**src/rtl/key_event_fifo.sv**
```systemverilog
// Debounces scanner key vectors and queues each new press as a 4-bit code in a FWFT FIFO.
// A push lands on the edge of the qualifying scan. out_ready pops the head the same cycle. Presses arriving while full are dropped and flagged.

module key_fifo #(
  parameter int W     = 4,
  parameter int DEPTH = 8
) (
  input  logic                       clk,
  input  logic                       nrst,
  input  logic                       push,
  input  logic [W-1:0]               wr_data,
  input  logic                       pop,
  output logic [W-1:0]               rd_data,
  output logic [$clog2(DEPTH+1)-1:0] count,
  output logic                       full,
  output logic                       empty,
  output logic                       drop
);
  localparam int AW = $clog2(DEPTH);
  localparam int CW = $clog2(DEPTH+1);

  logic [W-1:0]  mem [DEPTH];
  logic [AW-1:0] wr_ptr;
  logic [AW-1:0] rd_ptr;
  logic          push_ok;
  logic          pop_ok;

  assign full    = (count == CW'(DEPTH));
  assign empty   = (count == '0);
  assign pop_ok  = pop && !empty;
  // When full, a simultaneous pop frees the slot that the push then reuses.
  assign push_ok = push && (!full || pop_ok);
  assign drop    = push && !push_ok;
  assign rd_data = mem[rd_ptr];

  always_ff @(posedge clk) begin
    if (push_ok) mem[wr_ptr] <= wr_data;
  end

  always_ff @(posedge clk or negedge nrst) begin
    if (!nrst) begin
      wr_ptr <= '0;
      rd_ptr <= '0;
      count  <= '0;
    end else begin
      if (push_ok) wr_ptr <= wr_ptr + AW'(1);
      if (pop_ok)  rd_ptr <= rd_ptr + AW'(1);
      case ({push_ok, pop_ok})
        2'b10:   count <= count + CW'(1);
        2'b01:   count <= count - CW'(1);
        default: count <= count;
      endcase
    end
  end
endmodule

module key_event_fifo #(
  parameter int DEPTH    = 8,
  parameter int DEBOUNCE = 2
) (
  input  logic                       clk,
  input  logic                       nrst,
  input  logic [15:0]                key,
  input  logic                       scan_valid,
  output logic [3:0]                 out_code,
  output logic                       out_valid,
  input  logic                       out_ready,
  output logic [$clog2(DEPTH+1)-1:0] count,
  output logic                       full,
  output logic                       overflow,
  input  logic                       clr_overflow
);
  localparam logic [3:0] DB = 4'(DEBOUNCE);

  logic [15:0] sample;
  logic [15:0] sample_nxt;
  logic [15:0] stable;
  logic [15:0] stable_nxt;
  logic [3:0]  cnt;
  logic [3:0]  cnt_nxt;
  logic [15:0] new_keys;
  logic [3:0]  new_code;
  logic        push;
  logic        empty;
  logic        drop;

  always_comb begin
    sample_nxt = sample;
    stable_nxt = stable;
    cnt_nxt    = cnt;
    if (scan_valid) begin
      if (key != sample) begin
        sample_nxt = key;
        cnt_nxt    = 4'd1;
        if (DEBOUNCE == 1) stable_nxt = key;
      end else if (cnt < DB) begin
        cnt_nxt = cnt + 4'd1;
        if (cnt + 4'd1 == DB) stable_nxt = sample;
      end
    end
  end

  always_ff @(posedge clk or negedge nrst) begin
    if (!nrst) begin
      sample <= '0;
      stable <= '0;
      cnt    <= '0;
    end else begin
      sample <= sample_nxt;
      stable <= stable_nxt;
      cnt    <= cnt_nxt;
    end
  end

  // Only 0->1 transitions of the debounced vector count; the lowest one wins.
  assign new_keys = stable_nxt & ~stable;
  assign push     = (new_keys != '0);

  always_comb begin
    new_code = '0;
    for (int i = 15; i >= 0; i--) begin
      if (new_keys[i]) new_code = 4'(i);
    end
  end

  key_fifo #(.W(4), .DEPTH(DEPTH)) u_fifo (
    .clk     (clk),
    .nrst    (nrst),
    .push    (push),
    .wr_data (new_code),
    .pop     (out_ready),
    .rd_data (out_code),
    .count   (count),
    .full    (full),
    .empty   (empty),
    .drop    (drop)
  );

  assign out_valid = !empty;

  always_ff @(posedge clk or negedge nrst) begin
    if (!nrst)             overflow <= 1'b0;
    else if (drop)         overflow <= 1'b1;
    else if (clr_overflow) overflow <= 1'b0;
  end
endmodule
```
**config.mk**
```make
export PLATFORM = sky130hd
export DESIGN_NAME = key_event_fifo
export DESIGN_NICKNAME = d
export VERILOG_FILES = /design/src/rtl/key_event_fifo.sv
export SDC_FILE = /design/constraint.sdc
export NUM_CORES = 1
export LEC_CHECK = 0
export CORE_MARGIN = 5
export CORE_UTILIZATION = 55
export CTS_BUF_LIST = sky130_fd_sc_hd__clkbuf_16
export CTS_CLUSTER_SIZE = 8
export DETAILED_ROUTE_END_ITERATION = 8
export PLACE_DENSITY = 0.74
export SLEW_MARGIN = 20
export SYNTH_ARGS = -nofsm -noshare
export SYNTH_HDL_FRONTEND = slang
export SYNTH_HIERARCHICAL = 1
export SYNTH_SLANG_ARGS = --single-unit
export TNS_END_PERCENT = 1
```
**constraint.sdc**
```tcl
create_clock -name clk -period 4.2 [get_ports clk]
set_input_delay 0.84 -clock clk [delete_from_list [all_inputs] [get_ports clk]]
set_output_delay 0.84 -clock clk [all_outputs]
set_load 0.1 [all_outputs]
```
==> qor.csv <==
stage;metric;value;unit
worst_setup_path;cp_data_required_time;4.40;ns
placed_design;port_buffers;31;
worst_setup_path;crit_path_end_kind;flip-flop;
synth;synth-seq-area-share;0.558;
route;antenna_left;0;
route;drc;0;
clock_tree;post-cts-setup-buffer-count;0;
worst_setup_path;path_class;in -> reg;
route;viasPerCell;5.32;
placed_design;place_area;4240;sq um
clock_tree;ctsResizeCount;0;
timing;final.period_utilization;0.887;
placed_design;dp.cells;408;
final_layout;finalInstanceArea;4550;sq um
synth;synth-simple-area-share;0.118;
placed_design;place_ws;0.202;ns
worst_setup_path;regToRegStartpoint;sample[2];
synth;synth_seq_cells;79;
timing;clock_skew;0.00829;ns
synth;synth_cells;281;
worst_setup_path;arrival;3.93;ns
floorplan;die_area;8730;sq um
timing;tightest_slew;0.974;ns
route;via_count;2256;
power;ir_drop;0.261;mV
synth;synth_fp_nets;309;
floorplan;start_util;0.564;
clock_tree;clock-root-buffer;clkbuf_16;
timing;rsz0062_at_grt;no;
timing;slew_headroom;0.348;
final_layout;filler_cell_count;505;
timing;finalSetupTns;0;ns
floorplan;core;6790;sq um
route;wl_met2;3380;um
final_layout;nets;351;
timing;worst_slack;0.473;ns
clock_tree;h-tree-depth;3;
synth;synth_fa_ha_area_frac;0.0248;
synth;synth_xor_area_frac;0.0526;
synth;synthesis.area;3830;sq um
route;highest_layer;met4;
clock_tree;clockBufferDepth;2;
global_route;grt_max_degree;48;
route;drt-total-wl;6760;um
route;first_pass_iters;4;
synth;synth-compound-area-share;0.0444;
floorplan;die_w;93.4;um
clock_tree;clkSinkCount;79;
flow_run;maxCapViolCount;0;
power;p_leak;1.78;nW
global_route;grt_usage;0.169;
final_layout;final_cells;424;
final_layout;syn_to_final_growth;18.8;%
worst_setup_path;cp_max_fo;6;
hold_path;min_path_type;in -> async;
route;drt-met1-wl;3140;um
floorplan;ioPinCount;32;
global_route;grt_first_pass_wirelength;11300;um
route;drtIter0Drc;83;
timing;min_period;3.73;ns
timing;finalSetupViolations;0;
placed_design;hpwl;4840;um
floorplan;die_h;93.4;um
final_layout;diodes;0;
worst_setup_path;ff2ff_path_depth;13;
synth;yosys_warnings;6;
power;power_density;582;nW/um^2
clock_tree;cts_tree;done;
floorplan;fp-row-count;30;
synth;synth.area.mux_share;0.174;
clock_tree;clk_pin_slew_worst_paths;0.06;ns
timing;hold_viol;0;
route;wl_met3;148;um
global_route;grt_pass1_vias;2230;
final_layout;drive_gt1_frac;0.247;
synth;synth_top_family_by_area;multiplexers;
worst_setup_path;worstSetupStartpointType;input pin;
route;wire_per_inst;15.9;um
placed_design;routabilityCongestion;0.758;
synth;synth.distinct_cells;50;
global_route;grt_antenna_before_repair;0;
run_status;status;complete, no violations;
global_route;grt_overflow_total;0;
worst_setup_path;r2r-end;u_fifo/count[3];
clock_tree;clkLatencyLatePin;0.33;ns
clock_tree;cts-buffers-inserted;9;
worst_setup_path;ff2ff_setup_slack;1.04;ns
timing;slew_violations;0;
clock_tree;hold_buffers;0;
synth;synth.avg_cell_area;13.6;sq um
timing;fmax;0.268;GHz
synthesized netlist by cell type (all sizes together):
library cell	n	area [sq um]
fa	1	20.0
xnor2	21	184
edfxtp	32	961
o21ai	4	23.8
nor2	20	75.1
mux2	38	465
or4b	2	23.8
a21o	2	15.0
nor4	3	33.8
nor3b	2	15.0
buf	6	53.8
nor3	3	15.0
nor2b	15	93.8
a31oi	1	12.5
o211ai	1	7.51
nor4b	1	15.0
clkbuf	2	7.51
ha	6	75.1
a311oi	1	8.76
o22ai	1	6.26
o31a	1	8.76
o21a	1	7.51
a32o	1	10.0
and2	1	6.26
mux4	8	180
or3	1	6.26
a211oi	1	7.51
o31ai	1	7.51
a21oi	6	30.0
nand2	13	48.8
and3	1	6.26
nand3	1	5.00
xor2	2	17.5
nand2b	10	65.1
mux2i	2	20.0
nand4	7	43.8
o2bb2ai	1	8.76
o21bai	1	7.51
inv	12	45.0
a22o	1	8.76
dfrtp	47	1180
state kept, by name (all words and copies together) (netlist names):
| signal | flops |
|---|---|
| u_fifo/mem | 32 |
| sample | 16 |
| stable | 16 |
| cnt | 4 |
| u_fifo/count | 4 |
| u_fifo/rd_ptr | 3 |
| u_fifo/wr_ptr | 3 |
| overflow | 1 |
per-stage QoR:
| step | utilization | hold slack (ns) | power, mW |
|---|---|---|---|
| after floorplan | - | 0.471 | 1.69 |
| after global placement | 0.624 | 0.464 | 1.88 |
| after detailed placement | 0.624 | 0.494 | 1.88 |
| after CTS | 0.669 | 0.508 | 2.67 |
| after global routing | 0.670 | 0.518 | 2.76 |
| final | 0.670 | 0.507 | 2.65 |
routing by layer:
layer | global-route usage | vias up
met5 | 0 | -
met4 | 0.0586 | 0
met3 | 0.0322 | 8
met2 | 0.273 | 24
met1 | 0.229 | 1128
li1 | - | 1096
worst max-delay path by stage:
| stage | from | endpoint | slack [ns] |
|---|---|---|---|
| after global routing | key[2] | u_fifo/count[3] | 0.19 |
| final | key[2] | u_fifo/count[3] | 0.47 |
| after global placement | key[2] | u_fifo/count[3] | 0.28 |
| after detailed placement | key[2] | u_fifo/count[3] | 0.20 |
| after CTS | key[2] | u_fifo/count[3] | 0.49 |
| after floorplan | key[14] | u_fifo/count[3] | 0.83 |
kinds of logic (layout without fill, tap and decap cells):
| kind of cell | count (synthesis) | count (layout) |
|---|---|---|
| multiplexers | 48 | 48 |
| AND/OR/NAND/NOR | 80 | 80 |
| adder cells (fa/ha/maj) | 7 | 7 |
| AO/OA/AOI/OAI | 24 | 24 |
| flip-flops | 79 | 79 |
| buffers and inverters | 20 | 67 |
| XOR/XNOR | 23 | 23 |
power breakdown:
group	internal, mW	leakage [nW]	switching (mW)	total (mW)
combinational	0.319	0.778	0.592	0.911
sequential	0.851	0.859	0.102	0.953
clock	0.468	0.147	0.316	0.784
total	1.64	1.78	1.01	2.65
critical path, cell delays in order:
cell,delay (ns)
clkdlybuf4s50_1,0.45
xnor2_1,0.27
nand4_1,0.20
nor4_4,0.44
nand3_1,0.22
nor2_1,0.20
inv_1,0.09
nand2b_1,0.12
inv_1,0.08
ha_1,0.28
a21o_1,0.18
a21oi_1,0.26
mux2i_1,0.22
o211ai_1,0.09
layout by cell type (no fill, tap or decap), drive strengths merged, types with 8 or more instances in the layout:
cell type      count
mux4               8
inv               14
nor2              20
clkdlybuf4s50     25
mux2              38
clkbuf             9
dfrtp             47
xnor2             21
edfxtp            32
nand2             13
nor2b             15
nand2b            10
buf               14
cell type report:
class                           instances  area [sq um]  area share
Sequential cell                        79          2140       0.470
Multi-Input combinational cell        182          1590       0.348
Timing Repair Buffer                   39           355      0.0781
Clock buffer                            9           225      0.0495
Tap cell                               96           120      0.0264
Clock inverter                          7          81.3      0.0179
Inverter                               12          45.0     0.00990
Note: power is estimated with default switching activity, not from simulation.
